--- src/rtl/vecadd_job_sequencer.sv ---
// vecadd_job_sequencer
// Feeds queued vector lengths to an ap_ctrl_hs VecAdd kernel one job at a time,
// taps the c output stream to count data beats, and retires each job once both
// the TLAST close token and ap_done have been observed. A job whose beat count
// differs from its n raises a sticky length error.
module vecadd_job_sequencer #(
  parameter int LEN_W  = 32,
  parameter int QDEPTH = 4,
  parameter int CNT_W  = 16
) (
  input  logic             ap_clk,
  input  logic             ap_rst_n,
  input  logic [LEN_W-1:0] job_len,
  input  logic             job_valid,
  output logic             job_ready,
  output logic             k_ap_start,
  output logic [LEN_W-1:0] k_n,
  input  logic             k_ap_ready,
  input  logic             k_ap_done,
  input  logic             c_tvalid,
  input  logic             c_tready,
  input  logic             c_tlast,
  output logic             busy,
  output logic             done_valid,
  output logic [LEN_W-1:0] done_len,
  output logic             err_len,
  output logic [CNT_W-1:0] jobs_done
);

  localparam int AW = (QDEPTH > 1) ? $clog2(QDEPTH) : 1;

  typedef enum logic [1:0] {S_IDLE, S_START, S_RUN, S_RETIRE} state_t;

  state_t state, state_nxt;

  // job queue
  logic [LEN_W-1:0] q_mem [QDEPTH];
  logic [AW-1:0]    wr_ptr, rd_ptr;
  logic [AW:0]      q_cnt;
  logic             q_full, q_empty, push, pop;

  // per-job tracking
  logic [LEN_W-1:0] cnt;
  logic             saw_last, saw_done;
  logic             saw_last_nxt, saw_done_nxt;
  logic             track, data_beat, close_beat;

  assign q_full   = (q_cnt == (AW+1)'(QDEPTH));
  assign q_empty  = (q_cnt == '0);
  assign push     = job_valid && !q_full;
  assign pop      = (state == S_IDLE) && !q_empty;
  assign job_ready = !q_full;

  assign data_beat  = c_tvalid && c_tready && !c_tlast;
  assign close_beat = c_tvalid && c_tready && c_tlast;

  // Beats and ap_done are recorded from START onward, since a fast kernel may
  // begin streaming in the same cycle it acknowledges ap_start.
  assign track        = (state == S_START) || (state == S_RUN);
  assign saw_last_nxt = saw_last || (track && close_beat);
  assign saw_done_nxt = saw_done || (track && k_ap_done);

  assign k_ap_start = (state == S_START);
  assign busy       = (state != S_IDLE);
  assign done_valid = (state == S_RETIRE);
  assign done_len   = done_valid ? cnt : '0;

  // queue storage write (data needs no reset; occupancy gates every read)
  always_ff @(posedge ap_clk) begin
    if (push) q_mem[wr_ptr] <= job_len;
  end

  // queue pointers and occupancy
  always_ff @(posedge ap_clk or negedge ap_rst_n) begin
    if (!ap_rst_n) begin
      wr_ptr <= '0;
      rd_ptr <= '0;
      q_cnt  <= '0;
    end else begin
      if (push) wr_ptr <= wr_ptr + AW'(1);
      if (pop)  rd_ptr <= rd_ptr + AW'(1);
      case ({push, pop})
        2'b10:   q_cnt <= q_cnt + (AW+1)'(1);
        2'b01:   q_cnt <= q_cnt - (AW+1)'(1);
        default: q_cnt <= q_cnt;
      endcase
    end
  end

  // state register
  always_ff @(posedge ap_clk or negedge ap_rst_n) begin
    if (!ap_rst_n) state <= S_IDLE;
    else           state <= state_nxt;
  end

  // next-state: retire as soon as close token and ap_done have both been seen,
  // counting events that land in the current cycle
  always_comb begin
    state_nxt = state;
    case (state)
      S_IDLE:   if (!q_empty)                     state_nxt = S_START;
      S_START:  if (k_ap_ready)                   state_nxt = S_RUN;
      S_RUN:    if (saw_last_nxt && saw_done_nxt) state_nxt = S_RETIRE;
      S_RETIRE:                                   state_nxt = S_IDLE;
      default:                                    state_nxt = S_IDLE;
    endcase
  end

  // job datapath: load n on pop, count data beats (saturating), latch events
  always_ff @(posedge ap_clk or negedge ap_rst_n) begin
    if (!ap_rst_n) begin
      k_n      <= '0;
      cnt      <= '0;
      saw_last <= 1'b0;
      saw_done <= 1'b0;
    end else if (pop) begin
      k_n      <= q_mem[rd_ptr];
      cnt      <= '0;
      saw_last <= 1'b0;
      saw_done <= 1'b0;
    end else if (track) begin
      if (data_beat && (cnt != '1)) cnt <= cnt + LEN_W'(1);
      saw_last <= saw_last_nxt;
      saw_done <= saw_done_nxt;
    end
  end

  // retirement bookkeeping: wrapping job counter and sticky length error
  always_ff @(posedge ap_clk or negedge ap_rst_n) begin
    if (!ap_rst_n) begin
      jobs_done <= '0;
      err_len   <= 1'b0;
    end else if (state == S_RETIRE) begin
      jobs_done <= jobs_done + CNT_W'(1);
      if (cnt != k_n) err_len <= 1'b1;
    end
  end

endmodule

--- config.mk ---
export PLATFORM = sky130hd
export DESIGN_NAME = vecadd_job_sequencer
export DESIGN_NICKNAME = d
export VERILOG_FILES = /design/src/rtl/vecadd_job_sequencer.sv
export SDC_FILE = /design/constraint.sdc
export NUM_CORES = 1
export LEC_CHECK = 0
export BUFFER_PORTS_ARGS = -buffer_cell sky130_fd_sc_hd__buf_2
export CAP_MARGIN = 20
export CORE_UTILIZATION = 52
export DETAILED_ROUTE_END_ITERATION = 10
export PLACE_DENSITY = 0.82
export SYNTH_ARGS = -nofsm -noshare
export SYNTH_HDL_FRONTEND = slang
export SYNTH_SLANG_ARGS = --single-unit
--- constraint.sdc ---
create_clock -name ap_clk -period 2.7 [get_ports ap_clk]
set_input_delay 0.54 -clock ap_clk [delete_from_list [all_inputs] [get_ports ap_clk]]
set_output_delay 0.54 -clock ap_clk [all_outputs]
set_load 0.005 [all_outputs]
# Yosys cells after proc, flatten, opt, wreduce, memory -nomap -nowiden
# Memories as Yosys holds them, arrays and structs flattened. A register that Yosys moved wholly into a read port is not among the register bits.
# Index checks and enable logic that the tools add are counted.
[word_totals]
memories = 1
reg_bits = 60
word_cells = 67
inputBits = 40
out_inout_bits = 85
mem_bits_rw = 128
[op_classes]
n_eq_ne = 11
add_sub_neg = 6
n_reduce_logical = 25
muxes = 15
[memory_table]
columns = ["name", "words", "word_bits", "rd", "rd_ports_with_merged_regs", "wr", "line", "text"]
rows = [
  ["q_mem", 4, 32, 1, 1, 1, "37", "logic [LEN_W-1:0] q_mem [QDEPTH];"],
]
[ops]
columns = ["op", "n"]
rows = [
  ["32-bit two-way mux", 4],
  ["32-bit by 1-bit adder with 32-bit output, second input constant", 1],
  ["32-bit inequality test", 1],
  ["32-bit inequality test, second input constant", 1],
  ["16-bit by 1-bit adder with 16-bit output, second input constant", 1],
  ["1-bit logical AND", 9],
  ["2-bit case mux with 4 select lines", 1],
  ["2-bit nonzero test", 4],
  ["2-bit equality test, second input constant", 3],
  ["1-bit two-way mux", 6],
  ["2-bit two-way mux", 3],
  ["3-bit case mux with 2 select lines", 1],
  ["2-bit by 1-bit adder with 2-bit output, second input constant", 2],
  ["2-bit by 1-bit equality test with 1-bit output, second input constant", 2],
  ["1-bit logical NOT", 4],
  ["2-bit by 1-bit inequality test with 1-bit output, second input constant", 2],
  ["2-bit AND reduction", 2],
  ["3-bit by 1-bit adder with 3-bit output, second input constant", 1],
  ["3-bit equality test, second input constant", 1],
  ["3-bit logical NOT", 1],
  ["1-bit logical OR", 3],
  ["3-bit AND reduction", 1],
  ["3-bit by 1-bit subtractor with 3-bit output, second input constant", 1],
  ["2-bit logical NOT", 1],
  ["2-bit inequality test, second input constant", 1],
]

# Longest topological paths before layout
# Gate-level depths: netlist (run 1).
[depth]
word_depth = 7
depth_mapped = 13
mapped_depth_nobuf = 10

# Worst setup path after synthesis (run 1)
# OpenSTA, ideal clock, no wires.
[synth_timing]
path_kind = "flip-flop to flip-flop"
start = "reg state[0]"
end = "reg q_cnt[2]"
t_arrival_ps = 2507
path_buffers = 3
path_slack_ps = 114
setup_time_ps = 79
synth_period_minus_slack_ps = 2586
t_required_ps = 2621
stages_incl_launch_ff = 14
path_cell_list = "dfrtp_1 inv_1 ha_1 nand2b_1 clkbuf_1 inv_1 clkbuf_1 clkbuf_1 ha_1 inv_1 fa_1 xor2_1 nor2_1 xor2_1"
[synth_via]
elab_chain_len = 4
elab_cells_between_ends = 6
cone_classes = "2 x eq/ne; 1 x mux; 3 x reduce/logical"
[synth_rtl]
columns = ["element", "line", "text"]
rows = [
  ["start, declared", "34", "state_t state, state_nxt;"],
  ["start signal, assigned", "93", "else state <= state_nxt;"],
  ["2-bit logical NOT *", "51", "assign pop = (state == S_IDLE) && !q_empty;"],
  ["1-bit logical AND *", "51", ""],
  ["2-bit by 1-bit equality test with 1-bit output / 2-bit equality test (equally long branches)", "82", "case ({push, pop})"],
  ["3-bit case mux with 2 select lines / 2-bit nonzero test (equally long branches)", "-", ""],
  ["end signal, assigned", "83", "2'b10: q_cnt <= q_cnt + (AW+1)'(1);"],
  ["end signal, assigned", "84", "2'b01: q_cnt <= q_cnt - (AW+1)'(1);"],
  ["end signal, assigned", "85", "default: q_cnt <= q_cnt;"],
  ["end, declared", "39", "logic [AW:0] q_cnt;"],
]
# Every way passes the cells marked *; elsewhere a longest branch is shown, timed or not.
# A chain may end at the register's enable or synchronous reset.

# Worst setup path in the final report (run 1)
[layout_timing]
start = "reg state[0]"
end = "reg cnt[20]"
[layout_via]
elab_chain_len = 4
elab_cells_between_ends = 9
cone_classes = "2 x eq/ne; 1 x mux; 6 x reduce/logical"
[layout_rtl]
columns = ["element", "line", "text"]
rows = [
  ["2-bit by 1-bit equality test with 1-bit output (tied with other cells)", "59", "assign track = (state == S_START) || (state == S_RUN);"],
  ["1-bit logical OR / 1-bit logical AND (equally long branches)", "59, 51", ""],
  ["2-bit nonzero test (no line)", "-", ""],
  ["2-bit AND reduction (no line)", "-", ""],
  ["end signal, assigned", "122", "if (data_beat && (cnt != '1)) cnt <= cnt + LEN_W'(1);"],
  ["end, declared", "43", "logic [LEN_W-1:0] cnt;"],
]
# Several ways; a longest one is shown, not always the timed one.

==> results.md, run 1 <==
- The critical path is of the reg2reg type.
- The post-synthesis instance total is between 700 and 800.
- The slowest library cell on the worst path is or4_1.
- The highest metal layer carrying signal wires in the routed design is met5.
- The worst-case IR drop observed on VDD is 0.521 mV.
- The netlist area before placement is approximately 9600 um2.
- STA classifies the critical path endpoint as a flip-flop.
- The library cells used most frequently in the layout, excluding fill and tap cells, are edfxtp_1, nand2_1, buf_2.
- At the pin with the least slew margin, the transition time is about 0.63 ns.
- The flow ran to the end, and the final reports show no timing, DRC or antenna violations.
- Across the run, the number of max-cap violations was 0.
- The routed length on met2 is between 9 and 10 mm.
- The netlist uses 50 different library cells.
- The number of buffers added on ports is about 120.
- The post-route netlist has about a quarter of its cells at a drive strength greater than 1.
- Detailed placement finished with a half-perimeter wire length of around 14 mm.
- The commonest non-fill, non-tap cell in the layout is edfxtp_1.
- On the final layout, the worst clock skew is between 0.01 and 0.015 ns.
- The maximum root-to-sink buffer count is 3.
- Entering global routing, the biggest net connects 51 pins.
- The worst register-to-register path has a depth of 7.
- In this run the count of I/O pins placed on the die edge is ~130.
- The dominant cell type by area after synthesis is edfxtp_1.
- The die width is roughly 140 um.
- The nature of the critical path startpoint is a flip-flop.
- Adding up every negative setup slack in the final design gives 0 ns.
- The proportion of netlist area held by the largest area contributor is 40.0%.
- The wire length per cell is 18.8 um.
- Dividing the final minimum period by the clock period gives between 90% and 100%.
- The DRC violation count after routing is 0.
- The biggest cell delay along the critical path is 0.46 ns.
- Summing all non-filler instances in the final layout gives an area of around 11000 um2.
- The total wirelength of the detailed-routed design is between 20 and 25 mm.
- After floorplanning, the core was divided into 49 placement rows.
- The placed cell area is around 11000 um2.
- Measured against its own limit, the worst slew margin works out to between 50% and 60%.
- Power spread over the standard cell area amounts to approximately 990 nW/um2.
- Synthesis inferred between 200 and 250 register bits.
- For this run, the top clock speed supported by timing is 399 MHz.
- The starting density of the core is 53.4%.
- The number of buffers created by CTS is 23.
- At the end of the flow, the number of nets in the layout was 897.
- The count of nets left with antenna violations once routing finished came out at 0.
- The via count of the first global-routing pass is between 6k and 7k.
- The area growth from synthesis to layout is 17.1%.
- The total via count in the routed design is 6241.
- Setup violations remaining at the end of the flow were counted as 0.
- For this run, the total global-route usage over all layers was measured as 22.2%.
- In this run the number of H-tree levels came out at 1.
- The vias per cell is 5.72.
- The class of the most critical hold timing path is in2async.
- The average instance in the mapped netlist occupies between 10 and 15 um2.
- The detailed-routed wire length on met3 is ~1.3 mm.
- The number of sinks on the clock net is 220.
- Traced cell by cell, the critical path runs through inv_1 > ha_1 > nand4b_2 > nor4_4 > o211ai_2 > or4_1 > a21oi_1.
- The worst path needs about 2.5 ns of the cycle, external delays included.
- The die boundary height is between 100 and 150 um.
- 0 antenna diodes ended up in the layout.
- The initial antenna violation count is 1.
- The number of nets in the synthesized netlist is 770.
- After clock tree synthesis, the clock-pin slew on the worst setup and hold paths is 0.06 ns.
- The proportion of synthesized chip area in sequential cells is 63.9%.
- At the worst endpoint, the required time is 3.12 ns.
- The tree is rooted in a clkbuf_16.
- The data arrival time at the worst-slack endpoint is about 2.9 ns.
- The CTS tree is yes.
- Global routing finished with a remaining overflow of 0.
- The later pin in the worst-skew pair is clocked with a latency of between 0.5 and 0.6 ns.
- For this run, asynchronously set or reset flops after synthesis account for between 40% and 50%.
- For this run, the number of Yosys warnings is 0.
- The count of TritonRoute iterations in the first routing pass is 5.
- The placer's final routability congestion estimate is 0.919.
- The wire length the detailed router placed on met1 is ~8.7 mm.
- The most used flip-flop cell after synthesis is edfxtp_1.
- The count of hold-fix buffers inserted at cts is 0.
- The die covers about 19000 um2.
- The final-report max-slew violation count is 0.
- Excluding fillers, the count of instances in the completed layout stands at between 1k and 1.5k.
- For this design the static power due to leakage is about 0.0048 uW.
- The total chip power is approximately 11000 uW.
- Yosys attributes the largest share of cell area to edfxtp_1, dfrtp_1, mux4_2.
- The detailed router's first-iteration violation count is slightly above 300.
- The wire length of the first global-routing pass is roughly 32 mm.
- The area of the core is approximately 18000 um2.
- The core utilization of the finished layout is 62.5%.
- The cell count after placement is 1049.
- The synthesized design contains ~130 enable-type register cells.
- The final number of hold-violating endpoints was 0.
- The maximum fanout count along the critical path is 11.
-- synthesized netlist by cell type, drive strengths merged, types with 2 or more instances --
cell    instances
a21oi          24
and3            7
xor2           38
buf            10
nand2         127
nor3            4
nand4          14
or3             8
inv            15
mux4           32
o31ai          15
or2             2
edfxtp        128
nand2b          2
clkbuf         25
xnor2          15
nand3          24
and2           35
or4            22
o211ai          5
ha             11
o21ai          18
dfrtp          92
and4            4
nor2           19
nor4           11
-- state kept, by name (all words and copies together) (netlist names) --
signal and cells:
cnt 32, err_len 1, jobs_done 16, k_n 32, q_cnt 3, q_mem 128, rd_ptr 2, saw_done 1
saw_last 1, state 2, wr_ptr 2
-- report_power, final --
group          total, uW  internal [uW]  switching (uW)  leakage [uW]
Sequential          4910           4380             527       0.00237
Clock               3120           1880            1230      0.000369
Combinational       3180           1350            1830       0.00202
Total              11200           7610            3590       0.00476
-- layer usage --
layer / vias up / track usage, %
li1: 2891 / -
met1: 3056 / 30.1
met3: 55 / 4.39
met4: 2 / 10.0
met2: 237 / 34.9
met5: - / 0
-- metrics by stage --
stage	hold slack, ns	setup WS (ns)
4_1_cts	0.0331	0.192
5_1_grt	0.0622	-0.0139
2_1_floorplan	0.244	0.114
3_5_place_dp	0.453	0.234
6_report	0.0287	0.197
3_3_place_gp	0.451	0.272
-- worst max-delay path: cells and delay by family, from the launching register on --
family          cells  cell delay, ns
compound gates      2            0.41
fa+ha+maj           1            0.37
simple gates        3            1.16
flops               1            0.39
buf+inv             1            0.08
-- what timing repair did --
action                                 4_1_cts  5_1_grt
gates resized for setup                      0        2
setup buffers                                0        0
setup endpoints to repair                    0        2
endpoints found under the hold margin        0        0
-- final cells by class --
cell class | count | area, um2
tap | 229 | 287
clock inverter | 12 | 135
timing repair buffer | 137 | 746
sequential | 220 | 6150
inverter | 15 | 56.3
fill | 1337 | 6770
clock buffer | 30 | 612
multi-input combinational | 448 | 3280
-- worst paths after layout --
check	startpoint	end	slack, ns
max	state[0]	cnt[20]	0.20
min	ap_rst_n	jobs_done[13]	0.03
max reg2reg	state[0]	cnt[20]	0.20
min reg2reg	jobs_done[15]	jobs_done[15]	0.46
max in group asynchronous	ap_rst_n	rd_ptr[0]	2.00
min in group ap_clk	job_len[23]	q_mem[1][23]	0.25
-- cells by family after synthesis --
kind of cell | count (synthesis) | synth area share [%]
simple gates | 282 | 15.5
flops | 220 | 63.9
compound gates | 68 | 4.33
xor+xnor | 53 | 4.83
buf+inv | 50 | 2.15
mux | 33 | 7.61
fa+ha+maj | 12 | 1.64
Note: power is estimated with default switching activity, not from simulation.
==> run 2, diff against run 1 <==
--- a/config.mk
+++ b/config.mk
@@ -9,6 +9,7 @@
 export CAP_MARGIN = 20
 export CORE_UTILIZATION = 52
 export DETAILED_ROUTE_END_ITERATION = 10
+export MAX_ROUTING_LAYER = met4
 export PLACE_DENSITY = 0.82
 export SYNTH_ARGS = -nofsm -noshare
 export SYNTH_HDL_FRONTEND = slang
==> results.md, run 2 (synthesis gave the netlist of run 1 again) <==
- The flow ran to the end, and the final reports show no timing, DRC or antenna violations.
- The initial antenna violation count was 0.
- The final total negative setup slack is 0 ns.
- The critical path crosses 7 cells after its start point.
- The depth of the CTS H-tree is 1.
- For this design the ratio of total power to cell area is around 1000 nW/um2.
- For this run, design rule violations remaining after detail routing come to 0.
- The pre-antenna-repair detailed-routing pass consisted of 4 iterations.
- The shortest period the worst path allows is roughly 2.5 ns.
- Of all nets on the critical path, the largest fanout is 8.
- The die covers 19000 um2.
- The final route contains 6299 vias.
- The register with the most flip-flops in the layout has between 100 and 150 of them.
- For this design, the slowest cell found on the critical path is or4_1.
- The clock drives 220 sinks.
- The start-to-end type of the worst setup path is reg2reg.
- For this block, the routed nets add up to 21.1 mm of wire.
- The startpoint identified for the worst register-to-register timing path is state[0].
- The worst voltage drop across the vdd grid is around 0.59 mV.
- Gates resized during post-CTS repair numbered 0.
- The post-detailed-placement half-perimeter wirelength is 14.1 mm.
- The number of cells on the worst reg-to-reg path is 7.
- The clock latency at the later pin of the worst-skew pair is 0.52 ns.
- After detailed routing, the average wire length per cell comes to between 15 and 20 um.
- Combinational logic is responsible for 27.8% of the overall power.
- The clock-pin slew on the worst setup and hold paths is around 0.060 ns.
- Leaving out fill and tap cells, the most frequent cells in the layout are edfxtp_1, nand2_1, buf_2.
- The kind of cell with the highest combined delay on the critical path is simple AND/OR/NAND/NOR gates.
- The remaining antenna violation count after routing is 0.
- The final critical path takes up 93.0% of the cycle.
- 0 antenna diodes ended up in the layout.
- The CTS tree is yes.
- The min-delay analysis places its worst path in the category in2async.
- STA classifies the critical path startpoint as a flip-flop.
- The filler cell count is approximately 1.4k.
- The pin count of the biggest net entering global routing is 50.
- The biggest cell delay along the critical path is ~0.52 ns.
- Sequential cells burn a little over two fifths of the power.
- The starting density of the core is 53.4%.
- The number of placement rows is 49.
- The via count of the first global-routing pass is between 6k and 7k.
- The count of hold-fix buffers inserted at cts is 0.
- Clock tree synthesis inserted a total of 23 buffers.
- For this design the total switching power over the nets is between 3000 and 4000 uW.
- Counting along the longest clock path gives a buffer depth of 3.
- Counting both buffers and inverters, the worst setup path holds a total of 1.
- The switching portion of total power is 31.9%.
- The slack of the worst reg-to-reg path is 0.19 ns.
- The root cell of the clock tree is clkbuf_16.
- The standby leakage power is ~0.0048 uW.
- In the final layout, the registers with the most flip-flops are q_mem (128), cnt (32), k_n (32).
- The kind of capture point of the worst setup path is a flip-flop.
- The area of the core is about 18000 um2.
- Counting flops per register, the top entry is q_mem.
- The internal power of the cells is between 7000 and 8000 uW.
- 125 I/O pins were placed.
- For the final database, setup skew stands at 0.0173 ns.
- Walking the worst path, the cells encountered are inv_1 > ha_1 > nand4b_2 > nor2_1 > nand4_1 > or4_1 > a21oi_1.
- For the worst setup path, the data arrival time is roughly 3.0 ns.
- The die width is approximately 140 um.
- Across the run, the number of max-cap violations was 0.
- The floorplan step set the die height to 138 um.
- The endpoint identified for the worst register-to-register timing path is cnt[28].
- At the end of routability-driven placement, the weighted congestion stood at between 0.9 and 1.
- Setup violations remaining at the end of the flow were counted as 0.
- At the worst endpoint, the required time is roughly 3.1 ns.
- The fraction of layout instances using a drive strength above 1 is between 20% and 30%.
- After clock tree synthesis, the setup repair step added 0 buffers.
- The area growth from synthesis to layout is 17.6%.
- Setup repair after global routing left no endpoint under its margin.
- The wire length of the first global-routing pass is ~33 mm.
- On the final layout, the worst hold slack is 0.0203 ns.
- For this block, the initial DRC count from the detailed router was around 430.
- Measured against its own limit, the worst slew margin works out to 58.7%.
- The final-report max-slew violation count is 0.
- The leftover overflow at the end of global routing is 0.
- The total track usage is 23.5%.
- The library cell used most frequently in the layout, excluding fill and tap cells, is edfxtp_1.
- The final number of hold-violating endpoints is 0.
- The number of buffers added on ports is about 120.
- At the pin with the least slew margin, the transition time is approximately 0.62 ns.
- The number of nets in the layout is between 800 and 900.
- In the routed layout, each cell is associated on average with a via count of roughly 5.8.
- In this run, the clock network consumes between 20% and 30% of the power.
- Timing would allow up to ~400 MHz.
## run 2: power by group through the flow
| stage | clock (uW) | sequential, uW | combinational (uW) |
|---|---|---|---|
| finish | 3390 | 4920 | 3190 |
| global placement | 0 | 4940 | 3090 |
| global route | 3590 | 5000 | 3520 |
| floorplan | 0 | 4800 | 2160 |
| detailed placement | 0 | 4990 | 3190 |
| CTS | 3450 | 4930 | 3230 |
## run 2: cell type report
class / instances / area, um2 / area share, %
clock buffers: 31 / 626 / 5.53
flip-flops and latches: 220 / 6150 / 54.4
multi-input cells: 448 / 3260 / 28.9
clock inverters: 11 / 194 / 1.72
inverters: 15 / 56.3 / 0.498
well taps: 229 / 287 / 2.53
repair buffers: 135 / 731 / 6.46
## run 2: layer usage
layer | global-route usage [%] | vias to the layer above | share of wire [%] | routed length [um]
li1 | - | 2891 | - | -
met1 | 30.6 | 3074 | 41 | 8560
met2 | 36.9 | 282 | 48 | 10200
met3 | 3.98 | 52 | 7.1 | 1500
met4 | 9.78 | 0 | 3.9 | 824
met5 | - | - | 0 | 0
## run 2: worst max-delay path by stage
stage                    end     start
floorplan           q_cnt[2]  state[0]
global placement     cnt[28]  state[0]
detailed placement   cnt[28]  state[0]
CTS                  cnt[28]  state[0]
global route         cnt[28]  state[1]
finish               cnt[28]  state[0]
## run 2: metrics by stage
step                      cell area, um2  cells  util, %  total power [uW]  setup WS (ns)
after floorplan                     9620    718        -              6960          0.114
after global placement             10500   1047     58.2              8040          0.273
after detailed placement           10500   1047     58.2              8180          0.202
after CTS                          11300   1089     62.7             11600          0.201
after global routing               11300   1089     62.7             12100         0.0434
final                              11300   1089     62.7             11500          0.190
==> run 3, diff against run 2 <==
--- a/config.mk
+++ b/config.mk
@@ -5,12 +5,14 @@
 export SDC_FILE = /design/constraint.sdc
 export NUM_CORES = 1
 export LEC_CHECK = 0
+export ABC_AREA = 1
 export BUFFER_PORTS_ARGS = -buffer_cell sky130_fd_sc_hd__buf_2
 export CAP_MARGIN = 20
-export CORE_UTILIZATION = 52
+export CORE_UTILIZATION = 53
 export DETAILED_ROUTE_END_ITERATION = 10
 export MAX_ROUTING_LAYER = met4
-export PLACE_DENSITY = 0.82
+export PLACE_DENSITY = 0.83
+export SLEW_MARGIN = 20
 export SYNTH_ARGS = -nofsm -noshare
 export SYNTH_HDL_FRONTEND = slang
 export SYNTH_SLANG_ARGS = --single-unit
==> results.md, run 3 <==
- The flow ran to the end, and the final reports show no timing, DRC or antenna violations.
- Counting instances in the post-synthesis netlist gives the leading cell types as nand2_1, nor2_1, edfxtp_1.
- Routability-driven placement finished with a final weighted congestion of a little over 0.9.
- The data arrival time at the worst-slack endpoint is between 1.5 and 2 ns.
- The fraction of layout instances using a drive strength above 1 is 16.1%.
- For this block, the via count after detailed routing is about 8k.
- The number of placement rows is 50.
- In the global route stage, overall resource usage came out at 25.4%.
- The initial antenna violation count is 2.
- The number of nets in the layout is around 1.3k.
- The slew at the pin closest to its max-slew limit is roughly 0.67 ns.
- After layout, the worst setup slack is between 0.2 and 0.3 ns.
- Entering global routing, the biggest net connects just under 70 pins.
- The maximum clock frequency is ~410 MHz.
- The final-report max-slew violation count is 0.
- For the worst-skew pair, the clock arrives at the later sink with an insertion delay of approximately 0.53 ns.
- In this run the cell area of the synthesized design comes to slightly above 10000 um2.
- Setup violations remaining at the end of the flow were counted as 0.
- After detailed routing, the number of vias per cell comes to 5.25.
- The placed cell area is 11200 um2.
- By area the synthesized netlist is led by edfxtp_1, dfrtp_1, nand2_1.
- The total nets after synthesis is 1169.
- The final number of hold-violating endpoints came to 0.
- The smallest clock period supported by the final layout is computed as approximately 2.4 ns.
- The count of hold-fix buffers inserted at cts is 0.
- The wire length of the first global-routing pass is between 30 and 40 mm.
- The class of the most critical hold timing path is in2async.
- The tree is rooted in a clkbuf_16.
- The async set-reset flop share out of synthesis is around two fifths.
- The number of warnings issued by yosys is 0.
- The standby leakage power is ~0.0054 uW.
- For this block, the routed nets add up to approximately 24 mm of wire.
- The cell area after layout is 11900 um2.
- The normalized max-slew margin is a little under three fifths.
- The register containing the most flip-flops in the final layout is q_mem.
- The maximum fanout count along the critical path is 18.
- Once detail routing completed, the nets flagged for antenna violations numbered 0.
- The clock passes through at most 3 buffers.
- The number of synthesized flops with an enable pin is around 130.
- The ratio of total power to cell area is between 900 and 1000 nW/um2.
- During I/O placement, the number of pins put on the boundary was around 130.
- Data on the critical path is required at its endpoint by around 2.2 ns.
- The area growth from synthesis to layout is 16.4%.
- The region available for standard cell placement spans 18800 um2.
- Summed over its instances, the top area cell type makes up roughly 37% of the synthesized netlist area.
- The number of buffers created by CTS is 23.
- The cell with the most instances after synthesis is nand2_1.
- TritonCTS built the clock tree.
- The tightest hold path in the finished design has a slack of 0.0447 ns.
- The share of the cycle needed by the critical path after routing is between 80% and 90%.
- Port buffering added 124 buffers.
- The die boundary height is 141 um.
- The netlist uses 33 different library cells.
- CTS built an H-tree with a depth of 1.
- The starting density of the core is approximately 54%.
- In the synthesized netlist, the number of instances is about 1.1k.
- For the final routed database, the setup TNS stands at 0 ns.
- The commonest non-fill, non-tap cell in the layout is nand2_1.
- The die area is about 20000 um2.
- Prior to clock tree synthesis, the placed netlist has a worst setup slack of ~0.51 ns.
- The worst setup path is captured at an output pin.
- The proportion of synthesized chip area in sequential cells is between 50% and 60%.
- The average instance area after synthesis is approximately 9.2 um2.
- The number of sinks on the clock net is between 200 and 250.
- The post-detailed-placement half-perimeter wirelength is roughly 16 mm.
- The maximum clock skew at final layout is about 0.016 ns.
- After synthesis the netlist holds a flip-flop and latch count of 220.
- After global routing the overflow that remains totals 0.
- The first TritonRoute pass finished after 8 iterations.
- Of all cell types, the one taking the most synthesized area is edfxtp_1.
- The post-CTS repair timing setup buffer count is 0.
- The wire length per cell is roughly 16 um.
- The filler cell count is approximately 1.5k.
- Once layout is complete, the utilization of the core stands at around 63%.
- The via count of the first global-routing pass was approximately 7.5k.
- The detailed router's first-iteration violation count is 701.
- After detailed routing, the number of remaining DRC violations is 0.
- The number of gates resized after CTS was 0.
- The largest registers in the layout are q_mem (128), cnt (32), k_n (32).
- Setup repair after global routing left no endpoint under its margin.
- The register with the most flip-flops in the layout has 128 of them.
- The number of max-cap violations is 0.
- The worst setup path is of the reg2out kind.
- The top cell types in the final layout, fill and taps aside, are nand2_1, nor2_1, edfxtp_1.
- The most used flip-flop cell after synthesis is edfxtp_1.
- The worst voltage drop across the vdd grid is ~0.63 mV.
- The die is 141 um wide.
- After clock tree synthesis, the clock-pin slew on the worst setup and hold paths is ~0.060 ns.
- STA classifies the critical path startpoint as a flip-flop.
-- run 3: changes by cell type after synthesis, sizes merged, moves of 22 or more --
| cell | delta |
|---|---|
| mux4 | -32 |
| xor2 | -22 |
| inv | +98 |
| and2 | -35 |
| or4 | -22 |
| nor2 | +164 |
| o21ai | +77 |
| o22ai | +22 |
| nand2 | +174 |
-- run 3: cell type report --
class                   instances  area [um2]  area share, %
flip-flops and latches        220        6150           51.5
multi-input cells             736        3500           29.3
repair buffers                141         763           6.39
clock buffers                  32         659           5.52
inverters                     114         433           3.63
well taps                     260         325           2.73
clock inverters                 8         105          0.881
diodes                          2        5.00         0.0419
-- run 3: kinds of logic after synthesis --
kind of cell	count (synthesis)	synth area share [%]
mux	1	0.110
xor+xnor	38	3.25
fa+ha+maj	12	1.54
buf+inv	161	6.30
simple gates	550	21.8
flops	220	59.9
compound gates	135	7.09
-- run 3: per-layer routing --
metal  track usage (%)  part of all wire [%]  up-vias
met5                 -                     0        -
met4              8.35                   2.9        0
met3              3.94                   6.4       50
met2              41.3                    49      288
met1              32.8                    42     3726
li1                  -                     -     3883
-- run 3: through the flow --
stage	std cells	power, uW
floorplan	1117	7280
global placement	1471	8550
detailed placement	1471	8670
CTS	1511	11900
global route	1513	12500
finish	1513	11800
-- run 3: worst max-delay path, cell delays in order, from the launching register on --
cell	delay [ns]
dfrtp_1	0.40
ha_2	0.41
buf_4	0.29
nand2_1	0.08
inv_1	0.07
buf_2	0.10
-- run 3: report_power, final --
part,internal [uW],switching (uW)
combinational,1280,2520
sequential,4370,453
clock,1900,1280
total,7550,4250
-- run 3: path summary, 6_finish.rpt --
check	start	end	slack (ns)	cells past startpoint
worst max register to register	q_cnt[1]	q_cnt[2]	0.52	9
worst min-delay path	ap_rst_n	cnt[24]	0.04	1
worst max-delay path	state[0]	done_len[14]	0.29	5
max in group asynchronous	ap_rst_n	err_len	1.98	2
worst min register to register	err_len	err_len	0.46	2
min in group ap_clk	job_len[2]	q_mem[3][2]	0.22	1
